[config.mk]
export PLATFORM = sky130hd
export DESIGN_NAME = avl_master_if
export DESIGN_NICKNAME = d
export VERILOG_FILES = /design/src/rtl/avl_master_if.sv
export SDC_FILE = /design/constraint.sdc
export NUM_CORES = 1
export LEC_CHECK = 0
export CAP_MARGIN = 0
export CORE_MARGIN = 2
export CORE_UTILIZATION = 46
export CTS_CLUSTER_SIZE = 8
export DETAILED_ROUTE_END_ITERATION = 8
export GPL_ROUTABILITY_DRIVEN = 0
export PLACE_DENSITY_LB_ADDON = 0.12
export SLEW_MARGIN = 10
export SYNTH_ARGS = -nofsm -noshare
export SYNTH_HDL_FRONTEND = slang
export SYNTH_SLANG_ARGS = --single-unit
[constraint.sdc]
create_clock -name clk -period 3.5 [get_ports clk]
set_clock_uncertainty 0.2 [all_clocks]
set_input_delay 0.7 -clock clk [delete_from_list [all_inputs] [get_ports clk]]
set_output_delay 0.7 -clock clk [all_outputs]
set_load 0.005 [all_outputs]
[src/rtl/avl_master_if.sv]
// Avalon-MM master adapter.
// Converts a single CPU byte/halfword/word load or store into one Avalon
// transfer. It handles lane steering, store-data replication and
// load-result extension. An optional limit on consecutive waitrequest cycles
// aborts a stalled transfer with an error.
module avl_master_if #(
  parameter int WAIT_LIMIT = 0
) (
  input  logic        clk,
  input  logic        reset,
  input  logic        cpu_req,
  input  logic        cpu_we,
  input  logic [31:0] cpu_addr,
  input  logic [1:0]  cpu_size,
  input  logic        cpu_signed,
  input  logic [31:0] cpu_wdata,
  output logic        cpu_ready,
  output logic        cpu_done,
  output logic [31:0] cpu_rdata,
  output logic        cpu_err,
  output logic [31:0] address,
  output logic        read,
  output logic        write,
  output logic [3:0]  byteenable,
  output logic [31:0] writedata,
  input  logic [31:0] readdata,
  input  logic        waitrequest
);

  typedef enum logic [1:0] {
    IDLE = 2'd0,
    BUS  = 2'd1,
    DONE = 2'd2
  } state_t;

  // Last stall count before the abort fires. A value of zero means the
  // limit is disabled.
  localparam logic [31:0] WAIT_LAST = (WAIT_LIMIT > 0) ? 32'(WAIT_LIMIT - 1) : 32'd0;

  state_t      state, state_nxt;

  // Request fields latched at accept; they steer the load result later.
  logic        we_q;
  logic        signed_q;
  logic [1:0]  size_q;
  logic [1:0]  lo_q;
  logic [31:0] wait_cnt;
  logic        err_q;
  logic [31:0] rdata_q;

  logic        accept;
  logic        misaligned;
  logic        wait_hit;
  logic [3:0]  be_calc;
  logic [31:0] wd_calc;

  // Right-justify the addressed lane of a load and extend it to 32 bits.
  function automatic logic [31:0] ext_load(input logic [31:0] rd,
                                           input logic [1:0]  size,
                                           input logic [1:0]  lo,
                                           input logic        sgn);
    logic signed [7:0]  b;
    logic signed [15:0] h;
    logic signed [31:0] s;
    logic [31:0]        r;
    b = rd[{lo, 3'b000} +: 8];
    h = lo[1] ? rd[31:16] : rd[15:0];
    r = 32'd0;
    case (size)
      2'b00: begin
        s = b;
        if (sgn) r = s;
        else     r = {24'd0, b};
      end
      2'b01: begin
        s = h;
        if (sgn) r = s;
        else     r = {16'd0, h};
      end
      2'b10:   r = rd;
      default: r = 32'd0;
    endcase
    return r;
  endfunction

  assign cpu_ready = (state == IDLE) && !reset;
  assign accept    = cpu_req && cpu_ready;
  assign wait_hit  = (WAIT_LIMIT > 0) && (wait_cnt == WAIT_LAST);
  assign cpu_done  = (state == DONE);
  assign cpu_err   = (state == DONE) && err_q;
  assign cpu_rdata = rdata_q;

  // Lane selection, store-data replication and alignment check for the request being offered.
  always_comb begin
    be_calc    = 4'b0000;
    wd_calc    = cpu_wdata;
    misaligned = 1'b0;
    case (cpu_size)
      2'b00: begin
        be_calc = 4'b0001 << cpu_addr[1:0];
        wd_calc = {4{cpu_wdata[7:0]}};
      end
      2'b01: begin
        be_calc    = cpu_addr[1] ? 4'b1100 : 4'b0011;
        wd_calc    = {2{cpu_wdata[15:0]}};
        misaligned = cpu_addr[0];
      end
      2'b10: begin
        be_calc    = 4'b1111;
        wd_calc    = cpu_wdata;
        misaligned = (cpu_addr[1:0] != 2'b00);
      end
      default: misaligned = 1'b1;
    endcase
  end

  // Next-state logic.
  always_comb begin
    state_nxt = state;
    case (state)
      IDLE: if (accept) state_nxt = misaligned ? DONE : BUS;
      BUS:  if (!waitrequest || wait_hit) state_nxt = DONE;
      DONE: state_nxt = IDLE;
      default: state_nxt = IDLE;
    endcase
  end

  // State register.
  always_ff @(posedge clk) begin
    if (reset) state <= IDLE;
    else       state <= state_nxt;
  end

  // Bus strobes, latched request fields, stall counter and completion result.
  always_ff @(posedge clk) begin
    if (reset) begin
      read       <= 1'b0;
      write      <= 1'b0;
      address    <= 32'd0;
      byteenable <= 4'd0;
      writedata  <= 32'd0;
      we_q       <= 1'b0;
      signed_q   <= 1'b0;
      size_q     <= 2'd0;
      lo_q       <= 2'd0;
      wait_cnt   <= 32'd0;
      err_q      <= 1'b0;
      rdata_q    <= 32'd0;
    end else begin
      case (state)
        IDLE: begin
          if (accept) begin
            we_q     <= cpu_we;
            signed_q <= cpu_signed;
            size_q   <= cpu_size;
            lo_q     <= cpu_addr[1:0];
            wait_cnt <= 32'd0;
            if (misaligned) begin
              err_q   <= 1'b1;
              rdata_q <= 32'd0;
            end else begin
              address    <= {cpu_addr[31:2], 2'b00};
              byteenable <= be_calc;
              writedata  <= wd_calc;
              read       <= !cpu_we;
              write      <= cpu_we;
            end
          end
        end
        BUS: begin
          if (!waitrequest) begin
            read    <= 1'b0;
            write   <= 1'b0;
            err_q   <= 1'b0;
            rdata_q <= we_q ? 32'd0 : ext_load(readdata, size_q, lo_q, signed_q);
          end else if (wait_hit) begin
            read    <= 1'b0;
            write   <= 1'b0;
            err_q   <= 1'b1;
            rdata_q <= 32'd0;
          end else if (WAIT_LIMIT > 0) begin
            wait_cnt <= wait_cnt + 32'd1;
          end
        end
        DONE: begin
          err_q   <= 1'b0;
          rdata_q <= 32'd0;
        end
        default: begin
          read  <= 1'b0;
          write <= 1'b0;
        end
      endcase
    end
  end

endmodule

; Word level (Yosys, flattened, before mapping)
; Index checks and enable logic that the tools add are counted.
[word_totals]
rom_bits = 0
reg_bits = 109
n_memories = 0
word_cells = 68
latch_bits = 0
ram_bits = 0
out_inout_bits = 105
[op_classes]
shift = 2
reduce_logical = 15
n_lt_le_gt_ge = 0
eq_ne = 10
mux = 27
n_div = 0
n_mul = 0
n_bitwise = 2
addsub = 0
[ops]
columns = cell, count
row1 = $mux W32, 6
row2 = $pmux W32 S3, 2
row3 = $pmux W32 S2, 1
row4 = $shiftx A32 B6 Y8, 1
row5 = $mux W16, 1
row6 = $pmux W1 S3, 4
row7 = $pmux W4 S3, 1
row8 = $ne A2 B2 Y1 const B, 4
row9 = $reduce_and A4 Y1, 2
row10 = $mux W1, 7
row11 = $eq A2 B1 Y1 const B, 3
row12 = $eq A2 B2 Y1 const B, 3
row13 = $logic_not A2 Y1, 3
row14 = $mux W2, 3
row15 = $mux W4, 1
row16 = $pmux W2 S2, 1
row17 = $reduce_and A2 Y1, 2
row18 = $shl A1 B2 Y4 const A, 1
row19 = $logic_and A1 B1 Y1, 3
row20 = $reduce_and A3 Y1, 1
row21 = $reduce_bool A3 Y1, 1
row22 = $logic_not A1 Y1, 2
row23 = $not A1 Y1, 2
row24 = $reduce_bool A2 Y1, 1

; Depth between registers and ports, before layout
[depth]
word_depth = 6
depth_mapped = 9

; Worst setup path before layout
; OpenSTA, ideal clock, no wires.
[synth_timing]
path_kind = input port to flip-flop
start = input reset
end = register rdata_q[10], in the netlist cpu_rdata[10]
cell_stages = 7
setup_time_ps = 60
setup_slack_ps = 1201
arrival_ps = 2039
path_cell_list = buf_6 -> nand2b_4 -> a22oi_4 -> or3b_1 -> buf_6 -> nor3_4 -> a32o_1
[synth_via]
elab_chain_cells = 5
[synth_lines]
columns = element, line
row1 = start: declaration, 10  ; input logic reset,
row2 = $logic_not A1 Y1, 86  ; assign cpu_ready = (state == IDLE) && !reset;
row3 = $logic_and A1 B1 Y1, 86
row4 = $logic_and A1 B1 Y1, 87  ; assign accept = cpu_req && cpu_ready;
row5 = $ne A2 B2 Y1 (no source line), n/a
row6 = $reduce_and A4 Y1 (no source line), n/a
row7 = end signal: assignment, 175  ; rdata_q <= we_q ? 32'd0 : ext_load(readdata, size_q, lo_q, signed_q);
row8 = end: declaration, 49  ; logic [31:0] rdata_q;
; Parallel ways exist; a longest one is shown, timed or not.
; A chain may end at the register's enable or synchronous reset.

; Worst setup path in the final report
[layout_timing]
start = register state[0]
end = output cpu_ready
[layout_via]
elab_chain_cells = 2
[layout_lines]
columns = element, line
row1 = start: declaration, 40  ; state_t state, state_nxt;
row2 = start signal: assignment, 131  ; else state <= state_nxt;
row3 = $logic_not A2 Y1, 86
row4 = $logic_and A1 B1 Y1, 86
row5 = end: declaration, 17  ; output logic cpu_ready,
; Every way passes these cells.

==> metrics.md <==
| Metric | Value |
|---|---|
| Vias in the first global route | `4667` |
| # rows | `37` |
| Initial detailed-routing violation count | `231` |
| Reg-to-reg endpoint | `cpu_rdata[31]` |
| CTS tree | `yes` |
| Reg2Reg Launch Point | `state[0]` |
| Postcts setup bufs | `0` |
| CP max FO | `12` |
| Worst-path clk slew | `110 ps` |
| CP Capture Type | `output pin` |
| Drt total wl | `14.5 mm` |
| Die X | `107 µm` |
| Syn-to-layout area delta | `45.9%` |
| Synth cell count leaders | `nand2_1 (141), dfxtp_1 (109), a21oi_1 (79)` |
| CTS buffer count | `9` |
| Total power | `2.89 mW` |
| Ys flop type | `dfxtp_1` |
| Largest net degree at the start of global routing | `83` |
| CP cell instances | `inv_1, ha_1, nor2b_1, clkdlybuf4s50_1` |
| Worst-skew pair later-pin latency | `360 ps` |
| Slowest stage delay, CP | `510 ps` |
| Final hold violations | `0` |
| Vias/cell | `5.39` |
| Slew @ Worst Pin | `775 ps` |
| Hold bufs inserted after CTS | `0` |
| Buffer and inverter count on the worst path | `2` |
| Fin Setup TNS | `0 ps` |
| DRC viols | `0` |
| Pint | `1.99 mW` |
| Pwr Density | `403 nW/µm²` |
| Post-synthesis sequential area ratio | `0.443` |
| Die area | `11600 µm²` |
| Cell variety after synth | `53` |
| Leakage power | `2.53 nW` |
| Fillers | `831` |
| Hold endpoint | `writedata[29]` |
| Synthesized cell area | `4930 µm²` |
| Synth warnings | `0` |
| Worst hold path depth | `2` |
| Logic pwr share | `0.276` |
| Clock power frac | `0.250` |
| Yosys reg bits | `109` |
| Grt met1 use | `0.307` |
| R2r worst-path depth | `6` |
| Crit path time final | `2910 ps` |
| Cts repair resizes | `0` |
| Slowest cell on crit path | `clkdlybuf4s50_1` |
| Finished Core Util | `0.693` |
| Antenna Nets Post-Route | `0` |
| Avg WL per Cell | `15.9 µm` |
| Max IR drop VDD | `0.000277 V` |
| Number of synthesized flops with an enable pin | `0` |
| H-tree depth | `3` |
| Cell family with most CP delay | `buffers and inverters` |
| Initial Util | `0.475` |
| Worst hold path type | `flop to flop` |
| CP arrival | `2010 ps` |
| Most frequent cell after synthesis | `nand2_1` |
| Antenna Cells | `0` |
| Flop-to-flop setup slack | `900 ps` |
| Status | `complete, no violations` |
| Nets@finish | `879` |
| First-pass GRT wire length | `22.7 mm` |
| WS Path Type | `flop to output pin` |
| Core area | `10400 µm²` |
| IO Port Bufs | `206` |
| Top area cells in the synthesized netlist | `dfxtp_1 (44%), nand2_1 (11%), a21oi_1 (8.0%)` |
| CTS Buffer Depth | `2` |
| Share of cells above drive strength 1 | `0.0528` |
| M3 GR Usage | `0.0793` |
| IO Pins | `209` |
| Vert. Die Dim | `107 µm` |
| Initial antenna violation count | `0` |
| Req. time, crit path | `2600 ps` |
| FMAX | `0.344 GHz` |
| Async SR Flop Fraction | `0` |
| Reg power frac | `0.474` |
| Sw frac | `0.312` |
| Clock sink count | `109` |
| Drt pass-1 iters | `5` |
| Final Max Tran Viols | `0` |
| Grt total ovfl | `0` |
| GRT busiest layer | `met2` |
| Via count | `4916` |
| Sw Pwr | `902 µW` |
| Mapped Cells | `594` |
| Min-delay src | `writedata[29]` |
| Max Cap Violations | `0` |
| CP Launch Type | `flop` |
| Largest area contributor in the netlist | `dfxtp_1` |
| Mapped Avg Cell Area | `8.29 µm²` |
| DP HPWL | `10.5 mm` |
| Tcrit/Tclk final | `0.831` |
| Global-route track usage on met2 | `0.394` |
| Relative slew slack | `0.483` |
| Setup violators final | `0` |
| CTS root buffer | `clkbuf_8` |
| Synth top area share | `0.443` |
| Unrepaired setup endpoints after global routing | `no` |
| GRT Total Usage | `0.245` |
through the flow:
stage               instances  cell area, µm²  setup WS, ps  hold slack, ps
floorplan                 595            4930          1200             231
global placement          896            7010           468             241
detailed placement        896            7010           419             247
CTS                       912            7190           590             262
global route              912            7190           445             282
finish                    912            7190           591             258
metal layers:
| layer | share of wire | routed length (µm) | vias to the layer above |
|---|---|---|---|
| li1 | - | - | 2429 |
| met1 | 0.42 | 6100 | 2275 |
| met2 | 0.47 | 6800 | 186 |
| met3 | 0.084 | 1210 | 26 |
| met4 | 0.026 | 378 | 0 |
| met5 | 0 | 0 | - |
worst reg2reg max path: cells and delay by family, from the launching register on:
kind                       cells  cell delay [ps]
AOI/OAI and AO/OA              2              590
DFF                            1              380
buffers and inverters          1               90
and+or+nand+nor                2              890
adders and majority gates      1              380
flip-flops by register name, summed over array words and instances (netlist names):
| register | flops |
|---|---|
| cpu_rdata | 32 |
| writedata | 32 |
| address | 30 |
| byteenable | 4 |
| lo_q | 2 |
| size_q | 2 |
| state | 2 |
| err_q | 1 |
| read | 1 |
| signed_q | 1 |
| we_q | 1 |
| write | 1 |
power by group through the flow:
stage / sequential, mW / combinational (mW) / clock, mW
6_report: 1.37 / 0.799 / 0.724
5_1_grt: 1.38 / 0.869 / 0.790
4_1_cts: 1.37 / 0.798 / 0.743
3_5_place_dp: 1.40 / 0.794 / 0
3_3_place_gp: 1.39 / 0.780 / 0
2_1_floorplan: 1.38 / 0.477 / 0
worst max path at each step:
stage                           start  depth (start not counted)             to  slack (ps)
after global placement    cpu_addr[0]                          6  cpu_rdata[16]         470
after detailed placement  cpu_addr[0]                          6  cpu_rdata[16]         420
final                        state[0]                          4      cpu_ready         590
after CTS                    state[0]                          4      cpu_ready         590
after floorplan                 reset                          7  cpu_rdata[10]        1200
after global routing         state[1]                          4      cpu_ready         450
final cells by class:
cell class | count | area (µm²) | area share
clock inverters | 6 | 45.0 | 0.00627
flip-flops and latches | 109 | 2180 | 0.304
inverters | 6 | 22.5 | 0.00313
well taps | 136 | 170 | 0.0237
repair buffers | 216 | 2140 | 0.298
clock buffers | 10 | 138 | 0.0191
multi-input cells | 429 | 2490 | 0.346
placed cells by master, fill, tap and decap left out, drive strengths merged, types with 10 or more instances in the layout:
cell type	instances
clkdlybuf4s50	205
nand2	142
dfxtp	109
a21oi	80
nor2	41
mux2i	27
o21ai	24
o2bb2ai	20
buf	11
clkbuf	10
cells by family (layout without fill, tap and decap cells):
| kind of cell | Yosys count | after routing | share of synthesized area |
|---|---|---|---|
| simple gates | 215 | 215 | 0.192 |
| flops | 109 | 109 | 0.443 |
| fa+ha+maj | 4 | 4 | 0.0102 |
| other cells | 1 | 2 | 0.000761 |
| compound gates | 179 | 179 | 0.239 |
| mux | 29 | 29 | 0.0617 |
| buf+inv | 57 | 238 | 0.0533 |
Power figures use the tool's default switching activity.
